--- src/rtl/tt_sweep.sv ---
// Sequential truth-table evaluator: sweeps all 2^N input vectors
// and streams each minterm or maxterm over a valid/ready port.
module tt_sweep #(
  parameter int N = 4
) (
  input  logic              clk,
  input  logic              rst,
  input  logic              start,
  input  logic [2**N-1:0]   tt_in,
  input  logic              mode,
  input  logic              term_ready,
  output logic              term_valid,
  output logic [N-1:0]      vec_out,
  output logic              f_out,
  output logic [N:0]        term_count,
  output logic              busy,
  output logic              done
);

  localparam int W = 2**N;

  localparam logic [1:0] IDLE  = 2'd0;
  localparam logic [1:0] SCAN  = 2'd1;
  localparam logic [1:0] FLUSH = 2'd2;
  localparam logic [1:0] DONE  = 2'd3;

  logic [1:0]   state;
  logic [W-1:0] tt;
  logic         mode_q;
  logic [N-1:0] idx;

  logic slot_free;
  logic tt_bit;
  logic match;
  logic last;

  assign slot_free = !term_valid || term_ready;
  assign tt_bit    = tt[idx];
  assign match     = tt_bit ^ mode_q;
  assign last      = &idx;

  assign busy = (state == SCAN) || (state == FLUSH);
  assign done = (state == DONE);

  always_ff @(posedge clk) begin
    if (rst) begin
      state      <= IDLE;
      tt         <= '0;
      mode_q     <= 1'b0;
      idx        <= '0;
      term_valid <= 1'b0;
      vec_out    <= '0;
      f_out      <= 1'b0;
      term_count <= '0;
    end else begin
      case (state)
        IDLE: begin
          if (start) begin
            tt         <= tt_in;
            mode_q     <= mode;
            idx        <= '0;
            term_count <= '0;
            state      <= SCAN;
          end
        end
        SCAN: begin
          // a stalled term blocks evaluation so nothing is dropped
          if (slot_free) begin
            if (match) begin
              vec_out    <= idx;
              f_out      <= tt_bit;
              term_valid <= 1'b1;
              term_count <= term_count + (N+1)'(1);
            end else begin
              term_valid <= 1'b0;
            end
            idx <= idx + N'(1);
            if (last) state <= FLUSH;
          end
        end
        FLUSH: begin
          if (slot_free) begin
            term_valid <= 1'b0;
            state      <= DONE;
          end
        end
        default: begin
          state <= IDLE;
        end
      endcase
    end
  end

endmodule

--- config.mk ---
export PLATFORM = sky130hd
export DESIGN_NAME = tt_sweep
export DESIGN_NICKNAME = d
export VERILOG_FILES = /design/src/rtl/tt_sweep.sv
export SDC_FILE = /design/constraint.sdc
export NUM_CORES = 1
export LEC_CHECK = 0
export CORE_ASPECT_RATIO = 0.7
export CORE_UTILIZATION = 35
export CTS_CLUSTER_SIZE = 10
export DETAILED_ROUTE_END_ITERATION = 7
export RECOVER_POWER = 50
export SLEW_MARGIN = 20
export SYNTH_ARGS = -nofsm -noshare
export SYNTH_HDL_FRONTEND = slang
export SYNTH_SLANG_ARGS = --single-unit
--- constraint.sdc ---
create_clock -name clk -period 2.2 [get_ports clk]
set_input_delay 0.33 -clock clk [delete_from_list [all_inputs] [get_ports clk]]
set_output_delay 0.33 -clock clk [all_outputs]
set_load 0.02 [all_outputs]
==> impl_results.rst <==
.. list-table::
   :header-rows: 1

   * - Metric
     - Value
   * - Final Hold Vio Count
     - 0
   * - PortBufs
     - 33
   * - Share of synthesized area occupied by flip-flops and latches
     - 40.6%
   * - Layout cells sized above 1
     - 13.0%
   * - Number of synthesized flops with an enable pin
     - 0
   * - Fin cells
     - 294
   * - Async SR Flop Fraction
     - 0%
   * - Pwr per Cell Area
     - 917 nW/µm²
   * - H-tree depth
     - 2
   * - Signal arrival time at the worst endpoint
     - 2490 ps
   * - Initial standard-cell utilization of the core
     - 37.4%
   * - Die X
     - 84.7 µm
   * - Number of global-route vias before repair
     - 1365
   * - Proportion of power drawn by the clock network
     - 23.0%
   * - Top flip-flop cell by instance count after synthesis
     - sky130_fd_sc_hd__dfxtp_1
   * - Worst Hold Slack
     - 458 ps
   * - Length of the first detailed-routing pass in iterations
     - 6
   * - Vias per cell
     - 4.99
   * - Placed standard-cell area
     - 2110 µm²
   * - Number of distinct library cell variants in the gate-level netlist after synthesis
     - 33
   * - Initial antenna violation count
     - 0
   * - Avg WL per Cell
     - 12.9 µm
   * - Clock Skews
     - 8.17 ps
   * - Outcome
     - complete, but fails checks
   * - Synth warn
     - 0
   * - Cell-internal power
     - 1.31 mW
   * - Die Y-Extent
     - 59.9 µm
   * - Hold path cells
     - 2
   * - Final WL
     - 3780 µm
   * - Clock buffers created by TritonCTS
     - 5
   * - Routability congestion estimate from global placement
     - 0.775
   * - First-pass GRT wire length
     - 6410 µm
   * - Final-report setup violation count
     - 5
   * - Area growth from synthesis to layout
     - 33.1%
   * - Gr usage total
     - 17.0%
   * - Final std cell area, no fill
     - 2230 µm²
   * - Syn Nets
     - 222
   * - Post-detailed-route count of antenna-violating nets
     - 0
   * - Sw Pwr
     - 737 µW
   * - Maximum resistive drop on vdd
     - 373 µV
   * - Critical setup path kind
     - flop to flop
   * - Reported max-cap violation count
     - 0
   * - Floorplan row count
     - 20
   * - Worst Tran Pin Value
     - 685 ps
   * - Post-Synthesis Cells
     - 195
   * - Via count
     - 1468
   * - Max frequency
     - 441 MHz
   * - Proportion of power drawn by flip-flops and latches
     - 38.3%
   * - Minimum setup slack in the final design
     - -66.3 ps
   * - Share of power burned in combinational logic
     - 38.7%
   * - Clk sink count
     - 34
   * - Cell count of the worst reg-to-reg path
     - 5
   * - NumNets Final
     - 265
   * - Clock transition at the register clock pins on the worst setup and hold paths after CTS
     - 70 ps
   * - Core Footprint
     - 4480 µm²
   * - Critical path launch point type
     - flop
   * - Largest fanout of any net on the critical path
     - 11
   * - Static Leakage
     - 0.810 nW
   * - Insertion delay to the later sink of the worst-skew pair
     - 290 ps
   * - Final period demand of the worst path
     - 2270 ps
   * - Remaining DRCs
     - 0
   * - Hold_buf cts
     - 0
   * - Failing checks
     - negative setup slack
   * - Remaining global-route overflow
     - 0
   * - Req. time, crit path
     - 2420 ps
   * - Worst min path class
     - flop to flop
   * - Initial drt markers
     - 82
   * - DP HPWL
     - 2830 µm
   * - N_diodes
     - 0
   * - Total Power
     - 2.05 mW
   * - Sum of negative setup slack
     - -201 ps
   * - Cell at the root of the clock tree
     - sky130_fd_sc_hd__clkbuf_8
   * - Die area
     - 5080 µm²
   * - Post-synthesis instance area
     - 1680 µm²
   * - Instance count after placement with tap cells included
     - 284
   * - Post-Synthesis Mean Instance Area
     - 8.60 µm²
   * - TritonCTS clock tree
     - built
   * - Unrepaired setup endpoints after global routing
     - yes
   * - Final-report max-slew violation count
     - 0
   * - Largest net degree at the start of global routing
     - 18
   * - Clock buffer depth
     - 2
   * - Share of the cycle needed by the critical path after routing
     - 103%
   * - Sw frac
     - 36.0%
   * - Synth Register Bits
     - 34
   * - Number of top-level pins
     - 34
   * - Slew HR
     - 54.3%
   * - Element type at the critical path end
     - flop
[placed cells by master, fill, tap and decap left out, types with 3 or more instances in the layout]
cell type	count
sky130_fd_sc_hd__clkbuf_8	6
sky130_fd_sc_hd__clkbuf_1	4
sky130_fd_sc_hd__or4_1	4
sky130_fd_sc_hd__mux2i_1	6
sky130_fd_sc_hd__a31oi_1	3
sky130_fd_sc_hd__o211ai_1	3
sky130_fd_sc_hd__dfxtp_1	33
sky130_fd_sc_hd__nand3_1	7
sky130_fd_sc_hd__o21ai_0	4
sky130_fd_sc_hd__buf_4	12
sky130_fd_sc_hd__inv_1	5
sky130_fd_sc_hd__clkdlybuf4s50_1	32
sky130_fd_sc_hd__ha_1	6
sky130_fd_sc_hd__mux4_2	7
sky130_fd_sc_hd__nand2_1	50
sky130_fd_sc_hd__nor2_1	8
sky130_fd_sc_hd__a21oi_1	24
[power by group through the flow]
stage          clock network (mW)  registers, mW  logic [mW]
2_1_floorplan                   0          0.780       0.529
3_3_place_gp                    0          0.796       0.766
3_5_place_dp                    0          0.795       0.787
4_1_cts                     0.482          0.784       0.797
5_1_grt                     0.511          0.798       0.878
6_report                    0.472          0.783       0.792
[synth_stat cells, types with 2 or more instances]
master | instances | share of area (%)
sky130_fd_sc_hd__a21oi_1 | 25 | 7.5
sky130_fd_sc_hd__a31oi_1 | 3 | 1.1
sky130_fd_sc_hd__buf_2 | 2 | 0.60
sky130_fd_sc_hd__buf_6 | 2 | 1.3
sky130_fd_sc_hd__clkbuf_1 | 7 | 1.6
sky130_fd_sc_hd__dfxtp_1 | 34 | 41
sky130_fd_sc_hd__ha_1 | 6 | 4.5
sky130_fd_sc_hd__inv_1 | 5 | 1.1
sky130_fd_sc_hd__mux2i_1 | 6 | 3.6
sky130_fd_sc_hd__mux4_2 | 7 | 9.4
sky130_fd_sc_hd__nand2_1 | 50 | 11
sky130_fd_sc_hd__nand2b_1 | 2 | 0.75
sky130_fd_sc_hd__nand3_1 | 7 | 2.1
sky130_fd_sc_hd__nand4_1 | 2 | 0.75
sky130_fd_sc_hd__nor2_1 | 8 | 1.8
sky130_fd_sc_hd__nor2b_1 | 2 | 0.75
sky130_fd_sc_hd__o211ai_1 | 3 | 1.3
sky130_fd_sc_hd__o21ai_0 | 4 | 1.2
sky130_fd_sc_hd__o21ai_1 | 2 | 0.60
sky130_fd_sc_hd__or4_1 | 4 | 1.8
sky130_fd_sc_hd__xor2_1 | 2 | 1.0
[layout make-up]
class | instances | area (µm²)
fillers | 445 | 2250
repair buffers | 48 | 432
clock buffers | 7 | 86.3
multi-input cells | 143 | 933
well taps | 55 | 68.8
inverters | 6 | 22.5
clock inverters | 1 | 5.00
flip-flops and latches | 34 | 684
[worst paths after layout]
path	slack (ps)	end	from
setup / recovery	-70	term_count[3]$_SDFFE_PP0P_	idx[1]$_SDFFE_PP0P_
hold / removal	460	tt[9]$_SDFFE_PP0P_	tt[9]$_SDFFE_PP0P_
setup reg to reg	-70	term_count[3]$_SDFFE_PP0P_	idx[1]$_SDFFE_PP0P_
hold reg to reg	460	tt[9]$_SDFFE_PP0P_	tt[9]$_SDFFE_PP0P_
[per-stage QoR]
step	utilization, %	worst slack (ps)
global route	49.8	-194
floorplan	-	-42.2
finish	49.8	-66.3
global placement	47.2	-104
CTS	49.5	-94.1
detailed placement	47.2	-184
[registers in the layout, indices dropped and copies added (netlist names)]
name	flops
term_count	5
mode_q	1
term_valid	1
tt	16
state	2
vec_out	4
idx	4
f_out	1
[worst max-delay path: stages, from the launching register on]
cell and delay (ps):
sky130_fd_sc_hd__dfxtp_4 390, sky130_fd_sc_hd__mux4_2 500, sky130_fd_sc_hd__mux4_2 550, sky130_fd_sc_hd__xnor2_4 210
sky130_fd_sc_hd__or4_1 420, sky130_fd_sc_hd__a31oi_1 130
[cell families after synthesis]
logic type | count (synthesis) | synth area share (%)
flip-flops | 34 | 40.6
AO/OA/AOI/OAI | 40 | 13.2
AND/OR/NAND/NOR | 80 | 21.1
multiplexers | 13 | 13.0
adder cells (fa/ha/maj) | 6 | 4.48
buffers and inverters | 18 | 5.07
XOR/XNOR | 4 | 2.54
[timing repair]
item                                    in CTS  in global routing
hold endpoints to repair                     0                  0
setup buffers                                0                  2
pin swaps                                    1                  0
resized for setup                            2                  2
endpoints found under the setup margin      10                 10
[layer usage]
metal  vias up  wire length [µm]  track usage [%]
met2        32              1560             25.7
met1       668              2010             23.1
met5         -                 0                0
li1        761                 -                -
met4         0                63             7.26
met3         7               156             4.56
Power figures use the tool's default switching activity.
